<file path="config.mk">
export PLATFORM = sky130hd
export DESIGN_NAME = serial_add_sequencer
export DESIGN_NICKNAME = d
export VERILOG_FILES = /design/src/rtl/serial_add_pkg.sv /design/src/rtl/serial_shift_reg.sv /design/src/rtl/serial_add_sequencer.sv
export SDC_FILE = /design/constraint.sdc
export NUM_CORES = 1
export LEC_CHECK = 0
export BUFFER_PORTS_ARGS = -buffer_cell sky130_fd_sc_hd__buf_2
export CAP_MARGIN = 20
export CORE_MARGIN = 2
export CORE_UTILIZATION = 30
export DETAILED_ROUTE_END_ITERATION = 8
export PLACE_DENSITY = 0.52
export SLEW_MARGIN = 0
export SYNTH_ARGS = -nofsm -noshare
export SYNTH_HDL_FRONTEND = slang
export SYNTH_SLANG_ARGS = --single-unit
</file>
<file path="constraint.sdc">
create_clock -name clk -period 1.6 [get_ports clk]
set_input_delay 0.32 -clock clk [delete_from_list [all_inputs] [get_ports clk]]
set_output_delay 0.32 -clock clk [all_outputs]
set_load 0.005 [all_outputs]
</file>
<file path="src/rtl/serial_add_pkg.sv">
// Shared definitions for the serial adder sequencer: FSM state encoding,
// default operand width and the bit driven onto the adder during FLUSH.
package serial_add_pkg;

  typedef enum logic [2:0] {
    ST_IDLE  = 3'd0,
    ST_FLUSH = 3'd1,
    ST_SHIFT = 3'd2,
    ST_CAPT  = 3'd3,
    ST_DONE  = 3'd4
  } state_t;

  localparam int SERIAL_ADD_WIDTH = 8;

  // a=b=0 clears the adder carry, a=b=1 sets it (carry-in for subtract)
  localparam logic FLUSH_BIT_ADD = 1'b0;
  localparam logic FLUSH_BIT_SUB = 1'b1;

  // Bit counter width: clog2 of the operand width, never narrower than 1
  function automatic int cnt_width(input int width);
    return (width > 1) ? $clog2(width) : 1;
  endfunction

endpackage

</file>
<file path="src/rtl/serial_shift_reg.sv">
// Loadable right-shift register with serial input at the MSB end.
// Parallel load has priority over shifting.
module serial_shift_reg #(
  parameter int WIDTH = 8
) (
  input  logic             clk,
  input  logic             reset,
  input  logic             load,
  input  logic [WIDTH-1:0] load_data,
  input  logic             shift_en,
  input  logic             ser_in,
  output logic [WIDTH-1:0] q
);

  logic [WIDTH-1:0] shifted;

  generate
    if (WIDTH == 1) begin : g_one
      assign shifted = ser_in;
    end else begin : g_many
      assign shifted = {ser_in, q[WIDTH-1:1]};
    end
  endgenerate

  // Load, shift or hold the register contents
  always_ff @(posedge clk or posedge reset) begin
    if (reset) begin
      q <= '0;
    end else if (load) begin
      q <= load_data;
    end else if (shift_en) begin
      q <= shifted;
    end
  end

endmodule

</file>
<file path="src/rtl/serial_add_sequencer.sv">
// Parallel-side controller for the carry-state serial adder: feeds operands
// LSB-first to the adder and collects sum bits plus the final carry.
// Build option: define SERIAL_ADD_SUB_EN to honour op_sub (A - B via ~B and
// a forced carry-in of 1); without it op_sub is ignored and only add exists.
//
// state | meaning
// ------+---------------------------------------------------------------
// IDLE  | ready for operands, adder inputs held at 0
// FLUSH | one cycle of a=b=flush bit to set/clear the adder carry
// SHIFT | WIDTH cycles streaming operand bits, capturing sum bits
// CAPT  | one cycle latching the adder carry as carry_out
// DONE  | result presented until the consumer takes it
module serial_add_sequencer
  import serial_add_pkg::*;
#(
  parameter int WIDTH = SERIAL_ADD_WIDTH
) (
  input  logic             clk,
  input  logic             reset,
  input  logic             in_valid,
  output logic             in_ready,
  input  logic [WIDTH-1:0] op_a,
  input  logic [WIDTH-1:0] op_b,
  input  logic             op_sub,
  output logic             ser_a,
  output logic             ser_b,
  input  logic             ser_sum,
  input  logic             ser_carry,
  output logic             out_valid,
  input  logic             out_ready,
  output logic [WIDTH-1:0] result,
  output logic             carry_out
);

  localparam int CNT_W = cnt_width(WIDTH);
  localparam logic [CNT_W-1:0] LAST_BIT = CNT_W'(WIDTH - 1);

`ifdef SERIAL_ADD_SUB_EN
  localparam logic SUB_EN = 1'b1;
`else
  localparam logic SUB_EN = 1'b0;
`endif

  state_t           state;
  logic [CNT_W-1:0] cnt;
  logic             accept;
  logic             sub_sel;
  logic             flush_bit;
  logic [WIDTH-1:0] b_operand;
  logic             opnd_shift;
  logic             sum_shift;
  logic [WIDTH:0]   a_q;
  logic [WIDTH:0]   b_q;

  assign accept     = (state == ST_IDLE) && in_valid;
  assign sub_sel    = op_sub & SUB_EN;
  assign flush_bit  = sub_sel ? FLUSH_BIT_SUB : FLUSH_BIT_ADD;
  assign b_operand  = sub_sel ? ~op_b : op_b;
  assign opnd_shift = (state == ST_FLUSH) || (state == ST_SHIFT);
  assign sum_shift  = (state == ST_SHIFT);

  // The operand registers carry one extra LSB holding the flush bit, so
  // bit 0 is always the registered adder input: flush bit in FLUSH, operand
  // bits in SHIFT, and zeros (shifted in) from CAPT onward.
  serial_shift_reg #(.WIDTH(WIDTH + 1)) u_a_reg (
    .clk       (clk),
    .reset     (reset),
    .load      (accept),
    .load_data ({op_a, flush_bit}),
    .shift_en  (opnd_shift),
    .ser_in    (1'b0),
    .q         (a_q)
  );

  serial_shift_reg #(.WIDTH(WIDTH + 1)) u_b_reg (
    .clk       (clk),
    .reset     (reset),
    .load      (accept),
    .load_data ({b_operand, flush_bit}),
    .shift_en  (opnd_shift),
    .ser_in    (1'b0),
    .q         (b_q)
  );

  // Sum bits enter at the MSB so the first (LSB) sum bit ends at result[0]
  serial_shift_reg #(.WIDTH(WIDTH)) u_result_reg (
    .clk       (clk),
    .reset     (reset),
    .load      (1'b0),
    .load_data ({WIDTH{1'b0}}),
    .shift_en  (sum_shift),
    .ser_in    (ser_sum),
    .q         (result)
  );

  assign ser_a = a_q[0];
  assign ser_b = b_q[0];

  // Sequencer FSM with registered handshake flags and carry capture
  always_ff @(posedge clk or posedge reset) begin
    if (reset) begin
      state     <= ST_IDLE;
      cnt       <= '0;
      carry_out <= 1'b0;
      in_ready  <= 1'b1;
      out_valid <= 1'b0;
    end else begin
      case (state)
        ST_IDLE: begin
          if (in_valid) begin
            state    <= ST_FLUSH;
            cnt      <= '0;
            in_ready <= 1'b0;
          end
        end
        ST_FLUSH: begin
          state <= ST_SHIFT;
        end
        ST_SHIFT: begin
          cnt <= cnt + 1'b1;
          if (cnt == LAST_BIT) begin
            state <= ST_CAPT;
          end
        end
        ST_CAPT: begin
          carry_out <= ser_carry;
          out_valid <= 1'b1;
          state     <= ST_DONE;
        end
        ST_DONE: begin
          if (out_ready) begin
            out_valid <= 1'b0;
            in_ready  <= 1'b1;
            state     <= ST_IDLE;
          end
        end
        default: begin
          state     <= ST_IDLE;
          in_ready  <= 1'b1;
          out_valid <= 1'b0;
        end
      endcase
    end
  end

endmodule

</file>
# ---- After elaboration in Yosys (flattened, before gate mapping)
# Index checks and enable logic that the tools add are counted.
dict set report classes {
  n_eq_ne 8
  bitwise_logic 2
  n_reduce_logical 11
  add_sub_neg 1
  n_mux 15
}
# operator n
set op_table {}
lappend op_table {{$mux W9} 4}
lappend op_table {{$pmux W3 S5} 1}
lappend op_table {{$mux W3} 4}
lappend op_table {{$eq A3 B2 Y1 const B} 2}
lappend op_table {{$eq A3 B3 Y1 const B} 2}
lappend op_table {{$pmux W1 S3} 2}
lappend op_table {{$pmux W3 S2} 1}
lappend op_table {{$reduce_and A3 Y1} 2}
lappend op_table {{$reduce_or A3 Y1} 2}
lappend op_table {{$ne A2 B2 Y1 const B} 2}
lappend op_table {{$reduce_and A2 Y1} 2}
lappend op_table {{$reduce_bool A2 Y1} 2}
lappend op_table {{$add A3 B1 Y3 const B} 1}
lappend op_table {{$eq A3 B1 Y1 const B} 1}
lappend op_table {{$logic_not A3 Y1} 1}
lappend op_table {{$mux W1} 3}
lappend op_table {{$ne A2 B1 Y1 const B} 1}
lappend op_table {{$not A1 Y1} 2}
lappend op_table {{$logic_and A1 B1 Y1} 1}
lappend op_table {{$logic_or A1 B1 Y1} 1}
dict set report word_totals {
  reg_bits 35
  out_inout_bits 13
}

# ---- Depth between registers and ports, before layout
dict set report logic_depth {
  word_depth 4
  depth_mapped 6
  depth_no_buf 4
}

# ---- By module
# A second synthesis with hierarchy kept.
dict set report hier_totals {
  cells_unflattened 154
  hier_area_um2 1686.6
}
# mod area_each_um2 cells_each n_inst seq_area_each_um2
set by_module_without_submodules {}
lappend by_module_without_submodules {{serial_shift_reg at u_a_reg ...} 435.4 40 2 225.2}
lappend by_module_without_submodules {serial_add_sequencer 439.2 39 1 226.5}
lappend by_module_without_submodules {{serial_shift_reg at u_result_reg} 376.6 35 1 200.2}

# ---- Worst setup path before layout
# No wires, ideal clock.
dict set report synth_path {
  path_kind {reg-to-reg}
  start {register state[0]}
  end {register u_a_reg.q[7]}
  path_stages_with_launch 7
  setup_time_ns 0.126
  path_buffers 3
  arrival_time_ns 1.449
  path_slack_ns 0.025
  required_ns 1.474
  period_less_slack_ns 1.575
  cell_sequence {dfrtp_1 -> buf_6 -> a21o_4 -> or2_1 -> buf_6 -> buf_6 -> a221o_1}
}
dict set report synth_between {
  elab_chain_len 3
  word_cells_on_any_way 7
  classes_between {eq/ne (2); mux (1); reduce/logical (4)}
}
# element line_no
set synth_lines {}
lappend synth_lines {{from (decl)} serial_add_sequencer.sv:44} ;# state_t state;
lappend synth_lines {{from (signal assigned)} serial_add_sequencer.sv:102} ;# state <= ST_IDLE;
lappend synth_lines {{from (signal assigned)} serial_add_sequencer.sv:111} ;# state <= ST_FLUSH;
lappend synth_lines {{from (signal assigned)} serial_add_sequencer.sv:117} ;# state <= ST_SHIFT;
lappend synth_lines {{$eq A3 B1 Y1, or another cell as far along} serial_add_sequencer.sv:59} ;# assign opnd_shift = (state == ST_FLUSH) || (state == ST_SHIFT);
lappend synth_lines {{$logic_or A1 B1 Y1 / $logic_and A1 B1 Y1 (equally long branches)} {serial_add_sequencer.sv:59, serial_add_sequencer.sv:55}}
lappend synth_lines {{$reduce_bool A2 Y1 (no source line) / $mux W9 (equally long branches)} --}
lappend synth_lines {{to (signal assigned)} serial_shift_reg.sv:30} ;# q <= load_data;
lappend synth_lines {{to (signal assigned)} serial_shift_reg.sv:32} ;# q <= shifted;
lappend synth_lines {{to (decl)} serial_shift_reg.sv:12} ;# output logic [WIDTH-1:0] q
# Several ways; a longest one is shown, not always the timed one.
# A chain may end at the register's enable or synchronous reset.

# ---- Worst setup path in the final report
dict set report layout_path {
  start {register state[1]}
  end {register cnt[0]}
}
dict set report layout_between {
  elab_chain_len 3
  word_cells_on_any_way 6
  classes_between {eq/ne (2); mux (1); reduce/logical (3)}
}
# element line_no
set layout_lines {}
lappend layout_lines {{$eq A3 B2 Y1 / $logic_not A3 Y1 (equally long branches)} serial_add_sequencer.sv:108} ;# case (state)
lappend layout_lines {{$reduce_bool A2 Y1 (no source line) / $ne A2 B2 Y1 (equally long branches)} --}
lappend layout_lines {{$reduce_and A2 Y1 (no source line)} --}
lappend layout_lines {{to (signal assigned)} serial_add_sequencer.sv:120} ;# cnt <= cnt + 1'b1;
lappend layout_lines {{to (decl)} serial_add_sequencer.sv:45} ;# logic [CNT_W-1:0] cnt;
# Several ways; a longest one is shown, not always the timed one.

==> results.cfg <==
[synthesis]
yosysTopAreaCellShare = 0.537
yosysUniqueCellTypes = 33
synthArstFlopShare = 1.00
synth_area_leaders = dfrtp_1, mux2_2, a221o_1
ys_ff_latch = 35
synth_ff_type = dfrtp_1
seq_area_frac_synth = 0.553
yosys.area.top_type = dfrtp_1
syn-instance-count = 130
netlist_area_um2 = 1590
avgSynthCellArea_um2 = 12.2
synth_edf_count = 0
yosysWarnings = 0
syn_nets = 155

[route]
wl_mm = 3.34
viasPerCell = 4.80
drc = 0
post_drt_wl_per_cell_um = 13.6
vias = 1177
drt_first_pass_iters = 4
ant_nets = 0
dr.first_iter.drc_count = 50

[outcome]
status = finished, final reports clean

[power_and_ir_drop]
vdd.ir_drop.worst_mv = 0.762
p_per_area_nw_per_um2 = 2100
total_leakage_power_nw = 0.910
totalPowerFinal_mw = 4.13

[clock_network]
clk_latency_ns = 0.29
cts_tree = done
htree_levels = 2
cts.path.max_buffers = 2
clock-sinks = 35
clkTransAtPathRegs_ns = 0.08
cts_root_buf = clkbuf_8
postCtsSetupBuffers = 0
numCtsBuffers = 5

[floorplanning]
core_area_um2 = 5110
num_rows = 26
die_area_um2 = 5880
start_util = 0.310
fp.dieH_um = 76.7
io_pins = 36
die_w_um = 76.7

[place]
port_buffers = 34
gp_congestion = 0.757
hpwl_mm = 2.29

[setup_path]
slowest_delay_ns = 0.54
cp_slowest_cell = dfrtp_1
crit_type = register to register
worstRegToRegCells = 4
path_cells = nor3b_1 > buf_4 > nor2_1 > mux2_2
endpoint_kind = register
cp_max_fo = 12
crit_required_ns = 1.77
r2r-end = cnt[0]$_DFFE_PP0P_
cp-start-kind = register
reg2reg_slack_ns = 0.12
timing.rr.start = state[1]$_DFFE_PP0P_
arrival_ns = 1.66

[sta]
slew_violations = 0
hold_viol_final = 0
finalCritPeriodShare = 0.928
fmax_ghz = 0.674
whs_ns = 0.116
rsz0062_at_grt = false
max_slew_margin = 0.697
setup_viol = 0
fin_worst_skew_ns = 0.0122
period_needed_ns = 1.48
setup-tns-final_ns = 0
tightestPinTransition_ns = 0.455

[flow_run]
drv_cap = 0

[global_routing]
grt_max_degree = 36
antenna_found_initial = 0
grt_overflow = 0
grt_pass1_wl_mm = 5.71
track_usage = 0.122
grt_pass1_vias = 1222

[final_layout]
drive_gt1_frac = 0.394
synthToLayoutAreaGrowth_pct = 24.0
nets = 199
diodes = 0

[worst_hold_path]
hold_path.class = input pin to async pin
-- final cells by class --
cell class                 count  area [um^2]
inverter                       3         11.3
clock buffer                   6         72.6
clock inverter                 2         12.5
sequential                    35          877
tap                           70         87.6
timing repair buffer          47          268
fill                         529         3140
multi-input combinational     82          637
-- routing by layer --
layer | vias up | routed length, um | global-route usage | part of all wire
met3 | 6 | 209 | 0.0424 | 0.063
li1 | 568 | - | - | -
met5 | - | 0 | 0 | 0
met1 | 564 | 1600 | 0.164 | 0.48
met4 | 0 | 45 | 0.0436 | 0.013
met2 | 39 | 1480 | 0.182 | 0.44
-- worst max-delay path by stage --
stage | startpoint | end | slack [ns] | cells after the start
floorplan | state[0]$_DFFE_PP0P_ | u_a_reg.q[7]$_DFFE_PP0P_ | 0.03 | 6
global placement | state[1]$_DFFE_PP0P_ | u_b_reg.q[2]$_DFFE_PP0P_ | 0.09 | 3
detailed placement | state[1]$_DFFE_PP0P_ | u_b_reg.q[1]$_DFFE_PP0P_ | 0.04 | 3
CTS | state[1]$_DFFE_PP0P_ | u_b_reg.q[1]$_DFFE_PP0P_ | 0.03 | 3
global route | state[1]$_DFFE_PP0P_ | u_a_reg.q[1]$_DFFE_PP0P_ | 0.003 | 4
finish | state[1]$_DFFE_PP0P_ | cnt[0]$_DFFE_PP0P_ | 0.12 | 4
-- sequential cells by signal, summed over array words and instances (netlist names) --
name / cells
in_ready: 1
out_valid: 1
u_a_reg.q: 9
u_b_reg.q: 9
state: 3
u_result_reg.q: 8
carry_out: 1
cnt: 3
-- worst max-delay path, delay by kind of cell (launching register included) --
family / cells / cell delay (ns)
simple gates: 2 / 0.33
flops: 1 / 0.54
mux: 1 / 0.28
buf+inv: 1 / 0.22
-- through the flow --
stage | cell area (um^2) | cells | util | setup WS (ns)
3_5_place_dp | 1870 | 237 | 0.366 | 0.0359
4_1_cts | 1960 | 245 | 0.383 | 0.0326
2_1_floorplan | 1590 | 130 | - | 0.0253
6_report | 1970 | 245 | 0.385 | 0.116
3_3_place_gp | 1870 | 237 | 0.366 | 0.0901
5_1_grt | 1970 | 245 | 0.385 | 0.00272
-- cell usage after synthesis, types with 2 or more instances --
library cell and count:
o311ai_0 2, o2bb2ai_1 6, and2_1 6, nor2b_1 2, nor2_1 3, ha_1 2, o21ai_0 7, buf_4 2
nor3b_1 3, a22o_1 4, buf_6 3, a221o_1 6, nand2_1 5, mux2_2 10, o21a_1 8, dfrtp_1 34
nor3_1 3, inv_1 3, clkbuf_1 2, a31oi_1 6
-- cells in the final DEF, fill, tap and decap left out, drive strengths merged, types with 2 or more instances in the layout --
cell | synthesis | routed
o2bb2ai | 6 | 6
a221o | 6 | 6
a22o | 4 | 4
ha | 2 | 2
clkbuf | 3 | 6
o311ai | 2 | 2
nor2 | 4 | 4
o21ai | 7 | 7
mux2 | 10 | 10
nor2b | 2 | 2
dfrtp | 34 | 34
a31oi | 6 | 6
o21a | 8 | 8
nor3 | 3 | 3
buf | 7 | 47
and2 | 6 | 6
nand2 | 5 | 5
inv | 3 | 3
nor3b | 3 | 3
-- power breakdown --
group	total, mW	internal (mW)	switching, mW
registers	1.63	1.32	0.310
logic	1.87	1.02	0.849
clock network	0.624	0.304	0.320
total	4.13	2.65	1.48
-- cells by family after synthesis --
logic type | share of synthesized area
compound gates | 0.206
mux | 0.0773
fa+ha+maj | 0.0158
simple gates | 0.0908
buf+inv | 0.0513
xor+xnor | 0.00553
flops | 0.553
-- timing repair --
action,CTS,global route
hold endpoints to repair,0,0
hold buffers,0,0
gates resized for setup,0,2
endpoints found under the setup margin,0,12
(Power assumes the default switching activity.)
